File: src/rtl/tdm_mux_4to1.sv
// tdm_mux_4to1
// Four-channel round-robin time-division multiplexer. Words from four
// valid/ready producers are serialised onto one registered lane. Each word
// is tagged with its channel index so a 1-to-4 demultiplexer can route it back.
//
// Ports:
//   clk        in   clock, all state on rising edge
//   rst        in   synchronous active-high reset
//   in_valid   in   [3:0]     per-channel word present
//   in_data    in   [4*W-1:0] channel k word at bits [k*W +: W]
//   in_ready   out  [3:0]     one-hot grant (word accepted this cycle) or zero
//   a          out  [W-1:0]   registered output word
//   e          out            registered output enable (a/s valid)
//   s          out  [1:0]     registered channel index of the word on a
//   out_ready  in             downstream consumes the word on a this cycle
module tdm_mux_4to1 #(
    parameter int W = 8
) (
    input  logic           clk,
    input  logic           rst,
    input  logic [3:0]     in_valid,
    input  logic [4*W-1:0] in_data,
    output logic [3:0]     in_ready,
    output logic [W-1:0]   a,
    output logic           e,
    output logic [1:0]     s,
    input  logic           out_ready
);

    logic [W-1:0] a_q, a_d;
    logic         e_q, e_d;
    logic [1:0]   s_q, s_d;
    logic [1:0]   last_q, last_d;

    logic [W-1:0] ch_data [4];
    logic         free;
    logic         grant_vld;
    logic [1:0]   grant_idx;
    logic [1:0]   cand;

    always_comb begin
        for (int unsigned k = 0; k < 4; k++) begin
            ch_data[k] = in_data[k*W +: W];
        end
    end

    // The output slot can take a new word when empty or being drained now.
    assign free = !e_q || out_ready;

    // Scan last+1 .. last+4 (mod 4); the 2-bit wrap makes last+4 == last,
    // so the most recently granted channel has lowest priority.
    always_comb begin
        grant_vld = 1'b0;
        grant_idx = last_q;
        cand      = last_q;
        for (int unsigned i = 1; i <= 4; i++) begin
            cand = last_q + 2'(i);
            if (!grant_vld && in_valid[cand]) begin
                grant_vld = 1'b1;
                grant_idx = cand;
            end
        end
    end

    always_comb begin
        in_ready = '0;
        if (free && !rst && grant_vld) begin
            in_ready[grant_idx] = 1'b1;
        end
    end

    always_comb begin
        a_d    = a_q;
        e_d    = e_q;
        s_d    = s_q;
        last_d = last_q;
        if (free) begin
            if (grant_vld) begin
                a_d    = ch_data[grant_idx];
                s_d    = grant_idx;
                e_d    = 1'b1;
                last_d = grant_idx;
            end else begin
                e_d = 1'b0;
            end
        end
    end

    always_ff @(posedge clk) begin
        if (rst) begin
            a_q    <= '0;
            e_q    <= 1'b0;
            s_q    <= 2'b00;
            last_q <= 2'b11;
        end else begin
            a_q    <= a_d;
            e_q    <= e_d;
            s_q    <= s_d;
            last_q <= last_d;
        end
    end

    assign a = a_q;
    assign e = e_q;
    assign s = s_q;

endmodule

File: config.mk
export PLATFORM = sky130hd
export DESIGN_NAME = tdm_mux_4to1
export DESIGN_NICKNAME = d
export VERILOG_FILES = /design/src/rtl/tdm_mux_4to1.sv
export SDC_FILE = /design/constraint.sdc
export NUM_CORES = 1
export LEC_CHECK = 0
export CAP_MARGIN = 10
export CORE_ASPECT_RATIO = 0.6
export CORE_MARGIN = 1
export CORE_UTILIZATION = 39
export DETAILED_ROUTE_END_ITERATION = 8
export PLACE_DENSITY = 0.85
export SLEW_MARGIN = 20
export SYNTH_ARGS = -nofsm -noshare
export SYNTH_HDL_FRONTEND = slang
export SYNTH_SLANG_ARGS = --single-unit
File: constraint.sdc
create_clock -name clk -period 2.9 [get_ports clk]
set_input_delay 0.725 -clock clk [delete_from_list [all_inputs] [get_ports clk]]
set_output_delay 0.725 -clock clk [all_outputs]
set_load 0.01 [all_outputs]
## After elaboration in Yosys (flattened, before gate mapping)

Index checks and enable logic that the tools add are counted.

| storage, ports and cells | value |
|---|---|
| register bits | 13 |
| bits in latches | 0 |
| memory bits (writable) | 0 |
| ROM bits | 0 |
| input port bits | 39 |
| output and inout bits | 15 |
| logic and storage cells | 51 |
| memories kept | 0 |

| operators by class | value |
|---|---|
| add/sub/neg operators | 3 |
| multiply operators | 0 |
| div/mod/pow operators | 0 |
| $lt $le $gt $ge | 7 |
| equality and inequality tests | 0 |
| shift-type cells | 0 |
| multiplexer cells | 23 |
| bitwise operators | 1 |
| reductions and logical operators | 13 |

Operator list:

| cell | count |
|---|---|
| binary-select mux 8 bit (select 2 bit) | 1 |
| 2-to-1 mux 8 bit | 2 |
| < comparator 2 x 3 -> 1 bit, second input constant | 5 |
| 2-to-1 mux 1 bit | 10 |
| binary-select mux 1 bit (select 2 bit) | 4 |
| 2-to-1 mux 2 bit | 4 |
| logical AND 1 bit | 6 |
| zero test 1 bit | 5 |
| adder 2 bit, second input constant | 2 |
| 2-to-1 mux 4 bit | 1 |
| >= comparator 3 bit, second input constant | 1 |
| NOT 2 -> 3 bit | 1 |
| adder 2 x 1 -> 2 bit, second input constant | 1 |
| demux 1 bit (select 2 bit) | 1 |
| >= comparator 2 x 1 -> 1 bit, second input constant | 1 |
| AND reduction 2 bit | 1 |
| logical OR 1 bit | 1 |

## Depth between registers and ports, before layout

| logic depth | value |
|---|---|
| depth after elaboration | 18 |
| depth in mapped cells | 7 |
| gate-level depth less buffers | 5 |

## Worst setup path after synthesis

Ideal clock, no wire load.

| timing | value |
|---|---|
| kind | input to output |
| start point | input port in_valid[2] |
| end point | output port in_ready[0] |
| data arrival time | 1792 ps |
| required time | 2175 ps |
| slack | 383 ps |
| stages | 4 |
| buffers on the path | 0 |
| cells stage by stage | nand2b_1 -> a21oi_1 -> or3_1 -> nor4_1 |

| on the way | value |
|---|---|
| longest elaborated chain between the ends | 17 |
| elaborated cells between the ends (all ways) | 29 |
| classes of those cells | order compare: 2; mux: 19; reduce/logical: 8 |

RTL lines:

| item | line | RTL |
|---|---|---|
| start: declaration | 21 | `input logic [3:0] in_valid,` |
| binary-select mux 1 bit (select 2 bit) | 58 | `if (!grant_vld && in_valid[cand]) begin` |
| 2-to-1 mux 1 bit (implied by the code) | 58 |  |
| 2-to-1 mux 1 bit | 58 |  |
| zero test 1 bit | 58 |  |
| logical AND 1 bit | 58 |  |
| 2-to-1 mux 1 bit | 58 |  |
| zero test 1 bit | 58 |  |
| logical AND 1 bit | 58 |  |
| 2-to-1 mux 1 bit | 58 |  |
| zero test 1 bit | 58 |  |
| logical AND 1 bit | 58 |  |
| 2-to-1 mux 2 bit | 58 |  |
| < comparator 2 x 3 -> 1 bit (implied by the code) or >= comparator 2 x 1 -> 1 bit (tied branches) | 68 | `in_ready[grant_idx] = 1'b1;` |
| logical AND 1 bit (implied by the code) | 68 |  |
| 2-to-1 mux 1 bit (implied by the code) | 68 |  |
| demux 1 bit (select 2 bit) | 68 |  |
| 2-to-1 mux 4 bit * | 67 | `if (free && !rst && grant_vld) begin` |
| end: declaration | 23 | `output logic [3:0] in_ready,` |

Every way passes the cells marked *; elsewhere a longest branch is shown, timed or not. The select of a mux whose other input is x is not followed.

## Final worst setup path

| timing | value |
|---|---|
| start point | input port in_valid[2] |
| end point | output port in_ready[2] |

Same word-level chain as after synthesis.

==> parameters.txt <==
Parameter                              Value

Status
  Run status ... completed

Min path
  Number of cells on the worst hold path ... 2
  Launch point of the worst hold path ... s[1]$_SDFFE_PP0P_
  Endpoint, Worst Hold ... s[1]$_SDFFE_PP0P_
  Class of the tightest hold or removal check ... flip-flop to flip-flop

Die
  Core area ... 2000 um2
  Die outline area ... 2480 um2
  Placement Rows ... 12
  Effective utilization at floorplan ... 44.5%
  Horizontal die dimension ... 63.6 um
  Num ports ... 54
  Die H ... 39.0 um

Global routing
  Largest net degree at the start of global routing ... 16
  Overall Global Routing Usage ... 27.8%
  Total congestion overflow after global routing ... 0
  Wire length of the first global-routing pass ... 5010 um
  Vias in the first global route ... 1,066
  Number of antenna violations at the first check in global routing ... 0

Detailed routing
  Overall via count from detail_route ... 992
  First-pass DRT Iterations ... 4
  Per-cell via count in the routed design ... 5.36
  Number of remaining DRC errors ... 0
  Initial drt markers ... 22
  Total wirelength of the detailed-routed design ... 2920 um
  Post-DR wirelength/cell ... 15.8 um
  Antenna viol nets, final ... 0

Worst setup path
  Critical path arrival ... 2.04 ns
  Data required time at the worst endpoint ... 2.17 ns
  CP Cell Sequence ... dlygate4sd2_1 > nand2b_1 > a21oi_1 > or3_4 > buf_4 > nor2_1 > buf_2
  Crit-path max FO ... 3
  Worst Setup Start Kind ... primary input
  Largest stage delay, worst path ... 0.43 ns
  Capturing element type of the critical path ... output port
  R2R depth ... 6
  R2R setup slack ... 0.73 ns
  Path type of the worst setup path ... primary input to output port
  Reg2reg end ... a[1]$_SDFFE_PP0P_
  Worst reg2reg path startpoint ... last_q[1]$_SDFFE_PP1P_
  Cell at the slowest stage of the critical path ... sky130_fd_sc_hd__or3_4

STA
  Total count of max-transition violations in the final report ... 0
  Fmax ... 362 MHz
  Relative slew margins ... 63.2%
  Number of hold violations in the final report ... 0
  Final Cycle Share ... 95.3%
  Final worst hold slack ... 0.481 ns
  Period minus WS final ... 2.76 ns
  Final TNS setup ... 0 ns
  Pin slew with the least headroom to its limit ... 0.548 ns
  Layout Skew ... 0.00596 ns
  Total of endpoints with negative setup slack in the final report ... 0
  Setup repair after global routing missed its margin ... no

Place
  Cell Area, Placed ... 1510 um2
  Last weighted congestion value of the routability-driven placer ... 0.824
  PortBufs ... 53
  # placed instances ... 181
  Final HPWL DP ... 2230 um

Clock network
  Number of sinks on the clock net ... 13
  Root buffer cell ... sky130_fd_sc_hd__clkbuf_8
  Deepest level of the CTS H-tree ... 1
  Cts bufs inserted ... 3
  Clock latency of the later-clocked register in the worst-skew pair ... 0.25 ns
  Clock transition time at the flip-flop clock pins of the worst setup and hold paths ... 0.06 ns
  Deepest clock path buffer count ... 2
  CTS tree ... done
  Hold-fix buffers at CTS ... 0

Synth
  Flop and latch count out of synthesis ... 13
  Main combinational cell family by area after synthesis ... simple AND/OR/NAND/NOR gates
  Parity-gate share of the synthesized area counting xor and xnor cells ... 0%
  Proportion of synthesized area in mux cells ... 22.3%
  Dominant cells by area after synthesis ... sky130_fd_sc_hd__dfxtp_1, sky130_fd_sc_hd__mux2_2, sky130_fd_sc_hd__mux2_4, sky130_fd_sc_hd__a221o_1, sky130_fd_sc_hd__and3_1
  Prevailing post-synth register cell ... sky130_fd_sc_hd__dfxtp_1
  Post-synthesis share of cell area spent on and, or, nand and nor gates ... 25.9%
  EDFF count, synth ... 0
  Most instantiated library cell after synthesis ... sky130_fd_sc_hd__dfxtp_1
  Fraction of registers with async set or reset after synthesis ... 0%
  Synth area leader ... sky130_fd_sc_hd__dfxtp_1
  Compound-cell area share of the yosys netlist ... 17.5%
  Adder and majority cell fraction of the synthesized area ... 0%
  Number of unique standard cell types used by synthesis ... 30
  Share of the synthesized area in the top cell type ... 29.3%
  Number of instances in the synthesized netlist ... 93
  Synthesized net count ... 132
  Area of the mapped netlist ... 888 um2
  Mean instance size in the synthesized netlist ... 9.55 um2
  Top post-synthesis cells by count ... sky130_fd_sc_hd__dfxtp_1, sky130_fd_sc_hd__mux2_2, sky130_fd_sc_hd__and3_1, sky130_fd_sc_hd__nor2_1, sky130_fd_sc_hd__a221o_1
  Sequential element share of the synthesized area ... 29.3%
  Yosys warnings ... 0

Pwr
  Power consumption ... 0.695 mW
  IR Drop Worst-Case VDD ... 0.303 mV
  Power density over the cells ... 437 nW/um2
  Static leakage ... 0.677 nW

Flow run
  Number of maximum-capacitance constraint violations ... 0

Layout
  Layout cells sized above 1 ... 29.9%
  Layout overhead on the synthesized area ... 79.0%
  Fin nets ... 197
  Final antenna diode count ... 0
  Non-filler instance count after layout ... 185
  Final instance area ... 1590 um2
==> state kept, by name, indices dropped and copies added (netlist names) <==
name	cells
last_q	2
e	1
s	2
a	8
==> placed cells by master (no fill, tap or decap), drive strengths merged, types with 2 or more instances in the layout <==
cell type / netlist / routed
clkdlybuf4s50: 0 / 45
buf: 3 / 16
mux2: 15 / 15
dfxtp: 13 / 13
nor2: 9 / 9
and3: 8 / 8
a221o: 7 / 7
nand2: 6 / 6
nor3: 5 / 5
a21oi: 4 / 4
dlygate4sd2: 0 / 4
clkbuf: 2 / 4
nand2b: 3 / 3
nor4: 3 / 3
inv: 2 / 2
nor2b: 2 / 2
o2111ai: 2 / 2
o21ai: 2 / 2
==> per-layer routing <==
layer | track usage [%] | vias to the layer above | routed length [um]
li1 | - | 476 | -
met4 | 7.95 | 0 | 23
met1 | 31.9 | 459 | 1220
met3 | 8.82 | 6 | 281
met2 | 50.8 | 51 | 1400
met5 | 0 | - | 0
==> area by class of cell <==
class                      instances  area (um2)
multi-input combinational         73         643
timing repair buffer              65         599
fill                             132         407
sequential                        13         260
clock buffer                       4        45.0
tap                               28        35.0
inverter                           2        7.51
==> metrics by stage <==
stage / setup slack (ns) / util, %
after floorplan: 0.383 / -
after global placement: -0.520 / 75.4
after detailed placement: -0.553 / 75.4
after CTS: 0.159 / 79.6
after global routing: 0.0757 / 79.6
final: 0.137 / 79.6
==> critical path, delay by kind of cell <==
family	cells	cell delay, ns
and+or+nand+nor	3	0.66
buffers and inverters	3	0.55
AOI/OAI and AO/OA	1	0.09
==> cells by family after synthesis <==
| family | Yosys count |
|---|---|
| and+or+nand+nor | 39 |
| buffers and inverters | 7 |
| DFF | 13 |
| AOI/OAI and AO/OA | 18 |
| muxes | 16 |
==> how the worst max path moves through the flow <==
| stage | startpoint | end | depth (start not counted) |
|---|---|---|---|
| after floorplan | in_valid[2] | in_ready[0] | 4 |
| after global placement | in_valid[2] | in_ready[0] | 6 |
| after detailed placement | in_valid[2] | in_ready[0] | 6 |
| after CTS | in_valid[1] | in_ready[2] | 7 |
| after global routing | in_valid[2] | in_ready[2] | 7 |
| final | in_valid[2] | in_ready[2] | 7 |
==> report_power, final <==
group          leakage (nW)  switching [mW]  internal (mW)
logic                 0.546           0.126          0.182
clock network        0.0228          0.0694         0.0972
registers             0.108          0.0166          0.204
total                 0.677           0.212          0.483
==> timing repair <==
item	CTS	global route
buffers inserted	0	0
resized for setup	33	0
endpoints found under the setup margin	4	0
(Power assumes the default switching activity.)
